### src/rtl/regfile_wr_arbiter.sv
// regfile_wr_arbiter: two-requester register-file write arbiter with a bulk clear.
// Requester A (ALU writeback) and B (load writeback) share a single registered
// write port; ties go to whichever side was not granted last. A clear request
// zeroes registers 1..31, one per cycle, while requesters are held off.
// Optional feature: define REGARB_DROPCNT_EN to build a saturating 8-bit count
// of dropped R0 writes; without it drop_cnt is tied to 0.
module regfile_wr_arbiter (
  input  logic        elk,
  input  logic        nrst,
  input  logic        a_valid,
  output logic        a_ready,
  input  logic [4:0]  a_addr,
  input  logic [31:0] a_data,
  input  logic        b_valid,
  output logic        b_ready,
  input  logic [4:0]  b_addr,
  input  logic [31:0] b_data,
  input  logic        clr_req,
  output logic        clr_busy,
  output logic        clr_done,
  output logic        wr_en,
  output logic [4:0]  wr_addr,
  output logic [31:0] wr_data,
  output logic [7:0]  drop_cnt
);

  typedef enum logic {RUN = 1'b0, CLEAR = 1'b1} state_t;

  // last_grant encoding: 0 = A, 1 = B
  localparam logic GNT_A = 1'b0;
  localparam logic GNT_B = 1'b1;

  state_t      r_state;
  logic [4:0]  r_ptr;
  logic        r_last_grant;
  logic        r_wr_en;
  logic [4:0]  r_wr_addr;
  logic [31:0] r_wr_data;
  logic        r_clr_busy;
  logic        r_clr_done;

  logic        w_open;
  logic        w_a_ready;
  logic        w_b_ready;
  logic        w_fire;
  logic [4:0]  w_sel_addr;
  logic [31:0] w_sel_data;

  // Arbitration: requesters see ready only in RUN with no clear pending;
  // on a tie the side not granted last wins.
  always_comb begin
    w_open     = (r_state == RUN) && !clr_req;
    w_a_ready  = w_open && a_valid && (!b_valid || (r_last_grant == GNT_B));
    w_b_ready  = w_open && b_valid && (!a_valid || (r_last_grant == GNT_A));
    w_fire     = w_a_ready || w_b_ready;
    w_sel_addr = w_a_ready ? a_addr : b_addr;
    w_sel_data = w_a_ready ? a_data : b_data;
  end

  assign a_ready  = w_a_ready;
  assign b_ready  = w_b_ready;
  assign wr_en    = r_wr_en;
  assign wr_addr  = r_wr_addr;
  assign wr_data  = r_wr_data;
  assign clr_busy = r_clr_busy;
  assign clr_done = r_clr_done;

  // RUN/CLEAR FSM with registered write port and clear status outputs.
  always_ff @(posedge elk or posedge nrst) begin
    if (nrst) begin
      r_state      <= RUN;
      r_ptr        <= 5'd1;
      r_last_grant <= GNT_B;
      r_wr_en      <= 1'b0;
      r_wr_addr    <= 5'd0;
      r_wr_data    <= 32'd0;
      r_clr_busy   <= 1'b0;
      r_clr_done   <= 1'b0;
    end else begin
      case (r_state)
        RUN: begin
          // busy stays up through the clr_done cycle, then drops here
          r_clr_busy <= 1'b0;
          r_clr_done <= 1'b0;
          if (clr_req) begin
            r_state    <= CLEAR;
            r_ptr      <= 5'd1;
            r_clr_busy <= 1'b1;
            r_wr_en    <= 1'b0;
          end else if (w_fire) begin
            // R0 is hardwired zero: accept the transfer but suppress the write
            r_wr_en      <= (w_sel_addr != 5'd0);
            r_wr_addr    <= w_sel_addr;
            r_wr_data    <= w_sel_data;
            r_last_grant <= w_a_ready ? GNT_A : GNT_B;
          end else begin
            r_wr_en <= 1'b0;
          end
        end
        CLEAR: begin
          r_wr_en   <= 1'b1;
          r_wr_addr <= r_ptr;
          r_wr_data <= 32'd0;
          if (r_ptr == 5'd31) begin
            // last write: pointer parks at 31 instead of wrapping to 0
            r_state    <= RUN;
            r_clr_done <= 1'b1;
          end else begin
            r_ptr <= r_ptr + 5'd1;
          end
        end
        default: r_state <= RUN;
      endcase
    end
  end

`ifdef REGARB_DROPCNT_EN
  logic [7:0] r_drop_cnt;
  logic       w_drop;

  assign w_drop   = w_fire && (w_sel_addr == 5'd0);
  assign drop_cnt = r_drop_cnt;

  // Saturating count of accepted-but-dropped R0 writes.
  always_ff @(posedge elk or posedge nrst) begin
    if (nrst)
      r_drop_cnt <= 8'd0;
    else if (w_drop && (r_drop_cnt != 8'hFF))
      r_drop_cnt <= r_drop_cnt + 8'd1;
  end
`else
  assign drop_cnt = 8'd0;
`endif

endmodule

### config.mk
export PLATFORM = sky130hd
export DESIGN_NAME = regfile_wr_arbiter
export DESIGN_NICKNAME = d
export VERILOG_FILES = /design/src/rtl/regfile_wr_arbiter.sv
export SDC_FILE = /design/constraint.sdc
export NUM_CORES = 1
export LEC_CHECK = 0
export CAP_MARGIN = 0
export CELL_PAD_IN_SITES_DETAIL_PLACEMENT = 1
export CELL_PAD_IN_SITES_GLOBAL_PLACEMENT = 2
export CORE_MARGIN = 2
export CORE_UTILIZATION = 22
export DETAILED_ROUTE_END_ITERATION = 16
export PLACE_DENSITY = 0.81
export SLEW_MARGIN = 20
export SYNTH_ARGS = -nofsm -noshare
export SYNTH_HDL_FRONTEND = slang
export SYNTH_SLANG_ARGS = --single-unit
### constraint.sdc
create_clock -name elk -period 2.3 [get_ports elk]
set_input_delay 0.46 -clock elk [delete_from_list [all_inputs] [get_ports elk]]
set_output_delay 0.46 -clock elk [all_outputs]
set_load 0.005 [all_outputs]
==> metrics.cfg <==
[power]
p_comb_frac = 0.360
p_seq_frac = 0.444
switching_power_uw = 810
max-vdd-ir-drop_uv = 283
power_density_nw_per_um2 = 662
clockPowerShare = 0.196
p_int_mw = 1.72
p_leak_nw = 1.68
switching_share = 0.320

[detailed_routing]
drtIter0Drc = 41
wl_met3_um = 584
via_per_inst = 4.44
ant_nets = 0
wl_um = 7040
num_vias = 2176
dr.max_layer_used = met4
wirelength_met1_um = 2890
wl_met2_um = 3520
wire_per_inst_um = 14.4
first_pass_iters = 4
drc = 0

[cells_and_area]
diodes = 0
fin_area_um2 = 3830
area_growth_pct = 60.7
nNetsFinal = 434
drive_above_1_share = 0.0791

[floorplan]
die_w_um = 108
fp.coreArea_um2 = 10400
dieArea_um2 = 11700
pin_count = 129
chipHeight_um = 108
num_rows = 37
initial_core_util = 0.229

[clock_network]
cts_made_buffers = 5
cts-root-buf = clkbuf_8
cts.sinks = 47
holdBufCountCts = 0
htreeDepth = 2
cts.clk_slew.worst_paths_ns = 0.09
cts_tree = built
cts.path.max_buffers = 2
clk-insertion-delay-late_ns = 0.30

[logic_synthesis]
avgSynthCellArea_um2 = 10.3
yosysTopAreaCell = dfrtp_1
ys.flop_type = dfrtp_1
synth-edff-count = 0
yosys-top-cells-area = dfrtp_1, mux2i_1, nand3_1, o21ai_0, buf_4
synth_top_area_frac = 0.473
synth_cell_types = 33
synth-async-reset-ratio = 1.00
synth-seq-area-share = 0.495
ys_ff_latch = 47
netlist_area_um2 = 2380
yosys_warnings = 0
synthCells = 232

[global_routing]
grt_pass1_wl_um = 11500
grt_max_degree = 71
grt_pass1_vias = 2369
antenna_found_initial = 0
grt_overflow = 0
grt_usage = 0.125

[run_status]
outcome = completed

[sta]
holdWs_ns = 0.479
finalHoldViolCount = 0
slew_headroom = 0.585
period_share = 0.930
max_clock_freq_ghz = 0.468
timing.final.crit_period_ns = 2.14
fin_skew_ns = 0.0114
worstMarginPinSlew_ns = 0.623
report.final.slew_viol_count = 0
finalSetupViolCount = 0
setup_slack_ns = 0.162
rsz0062_at_grt = no

[hold_path]
min_path_type = input pin to asynchronous set/reset pin

[placed_design]
dp.final_hpwl_um = 5400
numPortBuffers = 120
gp_congestion = 0.762
placed_area_um2 = 3740
pre_cts_ws_ns = -0.120

[worst_setup_path]
reg2reg_slack_ns = 0.48
worstPathRequired_ns = 1.84
worst_ep_arrival_time_ns = 1.68
worstSetupPathType = input pin to output port
reg2reg_depth = 6
endpoint_kind = output port
r2r_start = r_ptr[0]
startpoint_type = input pin
rr_endpoint = r_ptr[3]
crit_fanout = 4

[flow_run]
max_cap_violations = 0

[through the flow]
stage / utilization / power (mW) / TNS, ns / instances
4_1_cts: 0.367 / 2.59 / 0 / 490
2_1_floorplan: - / 1.60 / 0 / 239
3_5_place_dp: 0.359 / 2.08 / -0.120 / 481
3_3_place_gp: 0.359 / 2.04 / -0.0789 / 481
5_1_grt: 0.367 / 2.73 / 0 / 490
6_report: 0.367 / 2.53 / 0 / 490
[how the worst max path moves through the flow]
stage,cells after the start,to,from
after global placement,5,b_ready,clr_req
after floorplan,7,r_ptr[3],r_ptr[0]
after global routing,6,b_ready,b_valid
after CTS,6,b_ready,b_valid
final,6,b_ready,b_valid
after detailed placement,5,b_ready,clr_req
[power groups by stage]
stage / sequential [mW] / clock [mW] / combinational (mW)
after global placement: 1.13 / 0 / 0.906
after CTS: 1.13 / 0.527 / 0.937
after global routing: 1.15 / 0.556 / 1.03
final: 1.12 / 0.497 / 0.911
after floorplan: 1.11 / 0 / 0.493
after detailed placement: 1.14 / 0 / 0.935
[cell type report]
class                      instances  area, um2
multi-input combinational        163       1070
sequential                        47       1180
fill                            1180       6590
clock inverter                     2       12.5
inverter                           3       11.3
clock buffer                       6       72.6
timing repair buffer             133       1310
tap                              136        170
[sequential cells by signal, summed over array words and instances (netlist names)]
register / flops
wr_en: 1
wr_addr: 5
clr_done: 1
r_ptr: 5
wr_data: 32
r_state: 1
clr_busy: 1
r_last_grant: 1
[worst max-delay path, cell delays in order]
cell	delay, ns
clkdlybuf4s50_1	0.50
inv_2	0.05
o21ai_4	0.15
nor2_1	0.07
nor2_1	0.18
dlygate4sd2_1	0.26
[Yosys cell counts, types with 2 or more instances]
master / number
buf_1: 2
o21ai_2: 2
nor3_1: 4
mux2i_1: 39
ha_1: 2
o221ai_1: 5
buf_2: 3
dfstp_2: 2
inv_1: 2
buf_4: 10
dfrtp_1: 45
o21ai_0: 27
nand3_1: 32
o21ai_1: 9
a21oi_1: 3
nor2_1: 4
nand2_1: 14
xor2_1: 2
clkbuf_1: 9
or4_1: 3
[repair_timing]
action	CTS	global route
gates resized for setup	3	0
buffers inserted	1	0
endpoints found under the setup margin	2	0
[per-layer routing]
| layer | up-vias | global-route usage |
|---|---|---|
| met5 | - | 0 |
| met4 | 0 | 0.0275 |
| met3 | 4 | 0.0440 |
| met2 | 71 | 0.228 |
| met1 | 1048 | 0.140 |
| li1 | 1053 | - |
[cell usage in the layout (no fill, tap or decap), types with 3 or more instances in the layout]
| cell type | count |
|---|---|
| nor2_1 | 4 |
| o21ai_0 | 27 |
| nand2_1 | 14 |
| mux2i_1 | 39 |
| o221ai_1 | 5 |
| nor3_1 | 4 |
| clkbuf_8 | 5 |
| a21oi_1 | 3 |
| buf_4 | 12 |
| clkdlybuf4s50_1 | 117 |
| dlygate4sd2_1 | 3 |
| or4_1 | 3 |
| nand3_1 | 32 |
| dfrtp_1 | 45 |
| o21ai_1 | 9 |
| conb_1 | 8 |
[cell families after synthesis]
family	after synthesis	share of synthesized area
multiplexers	40	0.169
AO/OA/AOI/OAI	49	0.117
XOR/XNOR	3	0.0110
AND/OR/NAND/NOR	61	0.125
flip-flops	47	0.495
buffers and inverters	29	0.0709
adder cells (fa/ha/maj)	2	0.0105
other	1	0.00157
No activity file was read; power rests on OpenSTA's default activity.
